===== config.mk =====
export PLATFORM = sky130hd
export DESIGN_NAME = stage_controller
export DESIGN_NICKNAME = d
export VERILOG_FILES = /design/src/rtl/stage_controller.sv
export SDC_FILE = /design/constraint.sdc
export NUM_CORES = 1
export LEC_CHECK = 0
export ABC_AREA = 1
export CAP_MARGIN = 20
export CORE_MARGIN = 5
export CORE_UTILIZATION = 30
export DETAILED_ROUTE_END_ITERATION = 8
export SETUP_SLACK_MARGIN = 0.15
export SLEW_MARGIN = 0
export SYNTH_ARGS = -nofsm -noshare
export SYNTH_HDL_FRONTEND = slang
export SYNTH_SLANG_ARGS = --single-unit

===== constraint.sdc =====
create_clock -name clk_i -period 1.91 [get_ports clk_i]
set_input_delay 0.573 -clock clk_i [delete_from_list [all_inputs] [get_ports clk_i]]
set_output_delay 0.573 -clock clk_i [all_outputs]
set_load 0.01 [all_outputs]

===== src/rtl/stage_controller.sv =====
// Multi-cycle instruction sequencer: steps each instruction through fetch, decode, execute,
// memory and writeback, with stall, memory-ready handshakes, a data-memory watchdog and instret.
module stage_controller #(
   parameter int XLEN        = 32,
   parameter int MEM_TIMEOUT = 16
) (
   input  logic            clk_i,
   input  logic            rst_i,
   input  logic            run_i,
   input  logic            stall_i,
   input  logic            imem_ready_i,
   input  logic            mem_access_i,
   input  logic            dmem_ready_i,
   output logic            fetch_en_o,
   output logic            decode_en_o,
   output logic            execute_en_o,
   output logic            memory_en_o,
   output logic            writeback_en_o,
   output logic [2:0]      state_o,
   output logic [XLEN-1:0] instret_o,
   output logic            mem_timeout_err_o
);

   localparam int WAIT_W = (MEM_TIMEOUT > 1) ? $clog2(MEM_TIMEOUT) : 1;
   localparam logic [WAIT_W-1:0] WAIT_LAST = WAIT_W'(MEM_TIMEOUT - 1);

   typedef enum logic [2:0] {
      ST_IDLE      = 3'd0,
      ST_FETCH     = 3'd1,
      ST_DECODE    = 3'd2,
      ST_EXECUTE   = 3'd3,
      ST_MEMORY    = 3'd4,
      ST_WRITEBACK = 3'd5,
      ST_ERROR     = 3'd6,
      ST_UNUSED    = 3'd7
   } state_e;

   state_e            state_q;
   logic [WAIT_W-1:0] wait_q;
   logic [XLEN-1:0]   instret_q;
   logic [XLEN-1:0]   instret_d;
   logic              err_q;

   assign instret_d = instret_q + XLEN'(1);

   // Sequencer, watchdog, retire counter and sticky timeout flag; stall freezes everything.
   always_ff @(posedge clk_i or posedge rst_i) begin
      if (rst_i) begin
         state_q   <= ST_IDLE;
         wait_q    <= '0;
         instret_q <= '0;
         err_q     <= 1'b0;
      end else begin
         case (state_q)
            ST_IDLE: begin
               if (!stall_i && run_i) begin
                  state_q <= ST_FETCH;
               end
            end
            ST_FETCH: begin
               if (!stall_i && imem_ready_i) begin
                  state_q <= ST_DECODE;
               end
            end
            ST_DECODE: begin
               if (!stall_i) begin
                  state_q <= ST_EXECUTE;
               end
            end
            ST_EXECUTE: begin
               if (!stall_i) begin
                  if (mem_access_i) begin
                     state_q <= ST_MEMORY;
                     wait_q  <= '0;
                  end else begin
                     state_q <= ST_WRITEBACK;
                  end
               end
            end
            ST_MEMORY: begin
               // A ready arriving on the last permitted cycle still completes the access.
               if (!stall_i) begin
                  if (dmem_ready_i) begin
                     state_q <= ST_WRITEBACK;
                  end else if (wait_q == WAIT_LAST) begin
                     state_q <= ST_ERROR;
                     err_q   <= 1'b1;
                  end else begin
                     wait_q  <= wait_q + WAIT_W'(1);
                  end
               end
            end
            ST_WRITEBACK: begin
               if (!stall_i) begin
                  instret_q <= instret_d;
                  state_q   <= run_i ? ST_FETCH : ST_IDLE;
               end
            end
            ST_ERROR: begin
               state_q <= ST_ERROR;
            end
            default: begin
               state_q <= ST_IDLE;
            end
         endcase
      end
   end

   assign fetch_en_o        = (state_q == ST_FETCH)     & ~stall_i;
   assign decode_en_o       = (state_q == ST_DECODE)    & ~stall_i;
   assign execute_en_o      = (state_q == ST_EXECUTE)   & ~stall_i;
   assign memory_en_o       = (state_q == ST_MEMORY)    & ~stall_i;
   assign writeback_en_o    = (state_q == ST_WRITEBACK) & ~stall_i;
   assign state_o           = state_q;
   assign instret_o         = instret_q;
   assign mem_timeout_err_o = err_q;

endmodule


Yosys cells after proc, flatten, opt, wreduce, memory -nomap -nowiden
Index checks and enable logic that the tools add are counted.
W data, S select, Z words.
- $add $sub $neg: 2
- equality and inequality tests: 17
- muxes and demuxes: 17
- bitwise gates (word level): 7
- reduce and logical (&&, ||, !) cells: 9
- operators by type and width (cell ; number):
    $add A32 B1 Y32 const B ; 1
    $mux W3 ; 8
    $pmux W3 S7 ; 1
    $mux W4 ; 5
    $ne A2 B2 Y1 const B ; 9
    $eq A3 B3 Y1 const B ; 3
    $pmux W4 S2 ; 1
    $reduce_and A7 Y1 ; 1
    $eq A3 B2 Y1 const B ; 2
    $reduce_and A6 Y1 ; 1
    $and A1 B1 Y1 ; 5
    $add A4 B1 Y4 const B ; 1
    $eq A4 B4 Y1 const B ; 1
    $reduce_and A4 Y1 ; 1
    $eq A3 B1 Y1 const B ; 1
    $logic_not A3 Y1 ; 1
    $ne A3 B3 Y1 const B ; 1
    $logic_and A1 B1 Y1 ; 2
    $mux W1 ; 2
    $not A1 Y1 ; 2
    $reduce_and A2 Y1 ; 1
    $reduce_bool A2 Y1 ; 1
    $logic_not A1 Y1 ; 1
- register bits: 40
- output and inout bits: 41
- logic and storage cells: 56

Depth between registers and ports, before layout
- depth after elaboration: 5
- depth in mapped cells: 10

Worst setup path after synthesis
No wires, ideal clock.
- path type: flip-flop to output port
- from: register state_q[1], in the netlist state_o[1]
- to: output writeback_en_o
- arrival: 0.983 ns
- data required time: 1.337 ns
- setup slack: 0.354 ns
- stages on the path, launching flop included: 5
- path through: dfrtp_1 -> inv_4 -> nand3_4 -> nor2_4 -> buf_12
- word-level cells in the longest chain between the ends: 2
- RTL lines (what ; line ; source):
    from (decl) ; 38 ; state_e state_q;
    from (signal assigned) ; 96 ; state_q <= run_i ? ST_FETCH : ST_IDLE;
    $eq A3 B3 Y1 ; 113 ; assign writeback_en_o = (state_q == ST_WRITEBACK) & ~stall_i;
    $and A1 B1 Y1 ; 113 ;
    to (decl) ; 18 ; output logic writeback_en_o,
No other way between the ends.

Worst setup path in the final report
- from: register state_q[0], in the netlist state_o[0]
- to: output memory_en_o
- word-level cells in the longest chain between the ends: 2
- RTL lines (what ; line ; source):
    $eq A3 B3 Y1 ; 112 ; assign memory_en_o = (state_q == ST_MEMORY) & ~stall_i;
    $and A1 B1 Y1 ; 112 ;
    to (decl) ; 17 ; output logic memory_en_o,
No other way between the ends.

==> flow_metrics.env <==
export IMPL_outcome="finished clean"
export IMPL_slew_viol_final=0
export IMPL_clkSinkCount=40
export IMPL_grt_pass1_wl_mm=11.2
export IMPL_end_kind="primary output"
export IMPL_drive_above_1_share_pct=27.6
export IMPL_drcViolationCount=0
export IMPL_rsz0062_at_grt="true"
export IMPL_ir_drop_mv=0.565
export IMPL_final_antenna_net_count=0
export IMPL_setup_viol=0
export IMPL_synth_distinct_cells=33
export IMPL_post_route_period_util_pct=98.3
export IMPL_crit_required_ns=1.34
export IMPL_place_congestion=0.830
export IMPL_start_util_pct=30.8
export IMPL_clockRootBuffer="clkbuf_8"
export IMPL_tightest_slew_ns=0.311
export IMPL_crit_type="register to primary output"
export IMPL_grt_pass1_vias=2427
export IMPL_cts_htree_levels=2
export IMPL_powerDensity_nw_per_um2=783
export IMPL_die_w_um=102
export IMPL_min_from="mem_timeout_err_o"
export IMPL_synthToLayoutAreaGrowth_pct=50.1
export IMPL_grt_max_degree=41
export IMPL_vias=2498
export IMPL_drt_initial_drc_count=143
export IMPL_ys_seq_area_share_pct=39.8
export IMPL_cts_path_max_buffers=2
export IMPL_hold_class="register to register"
export IMPL_grtUsageTotal_pct=13.5
export IMPL_wl_per_cell_um=11.9
export IMPL_timing_final_ws_setup_ns=0.0326
export IMPL_tritoncts="built"
export IMPL_fmax_mhz=533
export IMPL_avgViaCountPerCell=4.44
export IMPL_dr_pass1_iters=4
export IMPL_reg2reg_from="state_o[2]"
export IMPL_antenna_found_initial=0
export IMPL_path_max_fanout=3
export IMPL_grt_overflow=0
export IMPL_startpoint_type="register"
export IMPL_clkLatencyLatePin_ns=0.29
export IMPL_arrival_ns=1.30
export IMPL_cts_buffers_inserted=5
export IMPL_syn_inst=336
export IMPL_slew_headroom_pct=79.2
export IMPL_clkTransAtPathRegs_ns=0.08
export IMPL_fill_cells=816
export IMPL_layout_min_cycle_time_ns=1.88
export IMPL_p_leak_uw=0.00213
export IMPL_synth_area_per_cell_sq_um=7.49
export IMPL_numPortBuffers=47
export IMPL_die_area_sq_um=10300
export IMPL_finalHoldViolations=0
export IMPL_dpl_worst_slack_ns=-0.574
export IMPL_num_rows=33
export IMPL_die_h_um=102
export IMPL_yosys_warnings=0
export IMPL_dp_final_hpwl_mm=4.72
export IMPL_crit_path_start="state_o[0]"
export IMPL_max_cap_violations=0
export IMPL_core_sq_um=8180
export IMPL_power_uw=2960
export IMPL_ys_ff_latch=40
export IMPL_syn_nets=345
export IMPL_io_pins=48
export IMPL_diodes=0
export IMPL_syn_area_sq_um=2520
export IMPL_nets=465
export IMPL_finalClockSkew_ns=0.00650
export IMPL_wirelength_mm=6.71
[Yosys cell counts (all sizes together)]
cell type	n	area share, %
a21oi	1	0.20
a31o	1	0.35
and2	1	0.25
buf	3	1.5
dfrtp	40	40
ha	2	0.99
inv	52	7.9
nand2	115	18
nand3	30	7.7
nand3b	6	1.8
nand4	9	2.8
nor2	46	9.8
nor3	3	0.60
nor3b	1	0.30
o211ai	2	0.60
o21ai	7	1.5
o22ai	1	0.25
xnor2	7	2.4
xor2	9	3.1
[cells in the final DEF, fill, tap and decap left out, drive strengths merged]
cell / instances
nand4: 9
xor2: 9
clkdlybuf4s15: 1
dfrtp: 40
clkinv: 3
a31o: 1
o21ai: 7
clkdlybuf4s50: 5
a21oi: 1
inv: 52
nand3b: 6
dlymetal6s2s: 2
dlygate4sd2: 31
nand2: 115
nor3b: 1
nor3: 3
and2: 1
clkbuf: 5
buf: 77
nor2: 46
xnor2: 7
ha: 2
nand3: 30
o22ai: 1
o211ai: 2
[flip-flops by register name (all words and copies together) (netlist names)]
register           cells
mem_timeout_err_o      1
state_o                3
instret_o             32
wait_q                 4
[cell type report]
class | count | area (sq um) | area share, %
multi-input combinational | 241 | 1330 | 35.1
clock buffer | 5 | 68.8 | 1.82
clock inverter | 3 | 18.8 | 0.497
inverter | 52 | 200 | 5.30
tap | 105 | 131 | 3.48
timing repair buffer | 116 | 1020 | 27.1
sequential | 40 | 1010 | 26.6
[path summary, 6_finish.rpt]
check / slack [ns] / end / cells past startpoint
max in group asynchronous: 1.07 / instret_o[21] / 3
hold / removal: 0.49 / mem_timeout_err_o / 1
min in group asynchronous: 0.62 / mem_timeout_err_o / 3
hold reg to reg: 0.49 / mem_timeout_err_o / 1
setup / recovery: 0.03 / memory_en_o / 7
setup reg to reg: 0.13 / mem_timeout_err_o / 12
[repair_timing]
item / CTS / global route
gates resized for setup: 90 / 17
setup buffers: 45 / 4
hold buffers: 0 / 0
endpoints found under the setup margin: 62 / 18
pin swaps: 6 / 2
[stage by stage]
stage | util (%) | instances | TNS, ns | hold slack (ns) | area, sq um
6_report | 46.2 | 562 | 0 | 0.491 | 3780
5_1_grt | 46.2 | 562 | -0.0359 | 0.505 | 3780
4_1_cts | 45.1 | 558 | 0 | 0.479 | 3690
3_5_place_dp | 39.7 | 505 | -8.91 | 0.461 | 3240
3_3_place_gp | 39.7 | 505 | -8.42 | 0.459 | 3240
2_1_floorplan | - | 336 | 0 | 0.468 | 2520
[per-layer routing]
layer	share of wire (%)	global-route usage [%]
met1	44	17.1
met2	50	23.5
met3	4.7	3.17
met4	1.4	2.76
met5	0	0
[cells by family after synthesis]
family	count (synthesis)	share of synthesized area (%)
AOI/OAI and AO/OA	12	2.93
xor gates and xnor gates	16	5.57
adders and majority gates	2	0.994
buffers and inverters	55	9.40
DFF	40	39.8
and+or+nand+nor	211	41.3
[worst max-delay path, cell delays in order (launching register included)]
cell and delay (ns):
dfrtp_2 0.44, buf_6 0.14, inv_4 0.06, nand3_4 0.07, inv_2 0.07, nand2_2 0.07, inv_2 0.07, buf_6 0.09
[report_power, final]
part           leakage, uW  switching (uW)  internal, uW
clock network    0.0000479             305           255
registers         0.000533            79.9           929
logic              0.00155             656           733
Note: power is estimated with default switching activity, not from simulation.
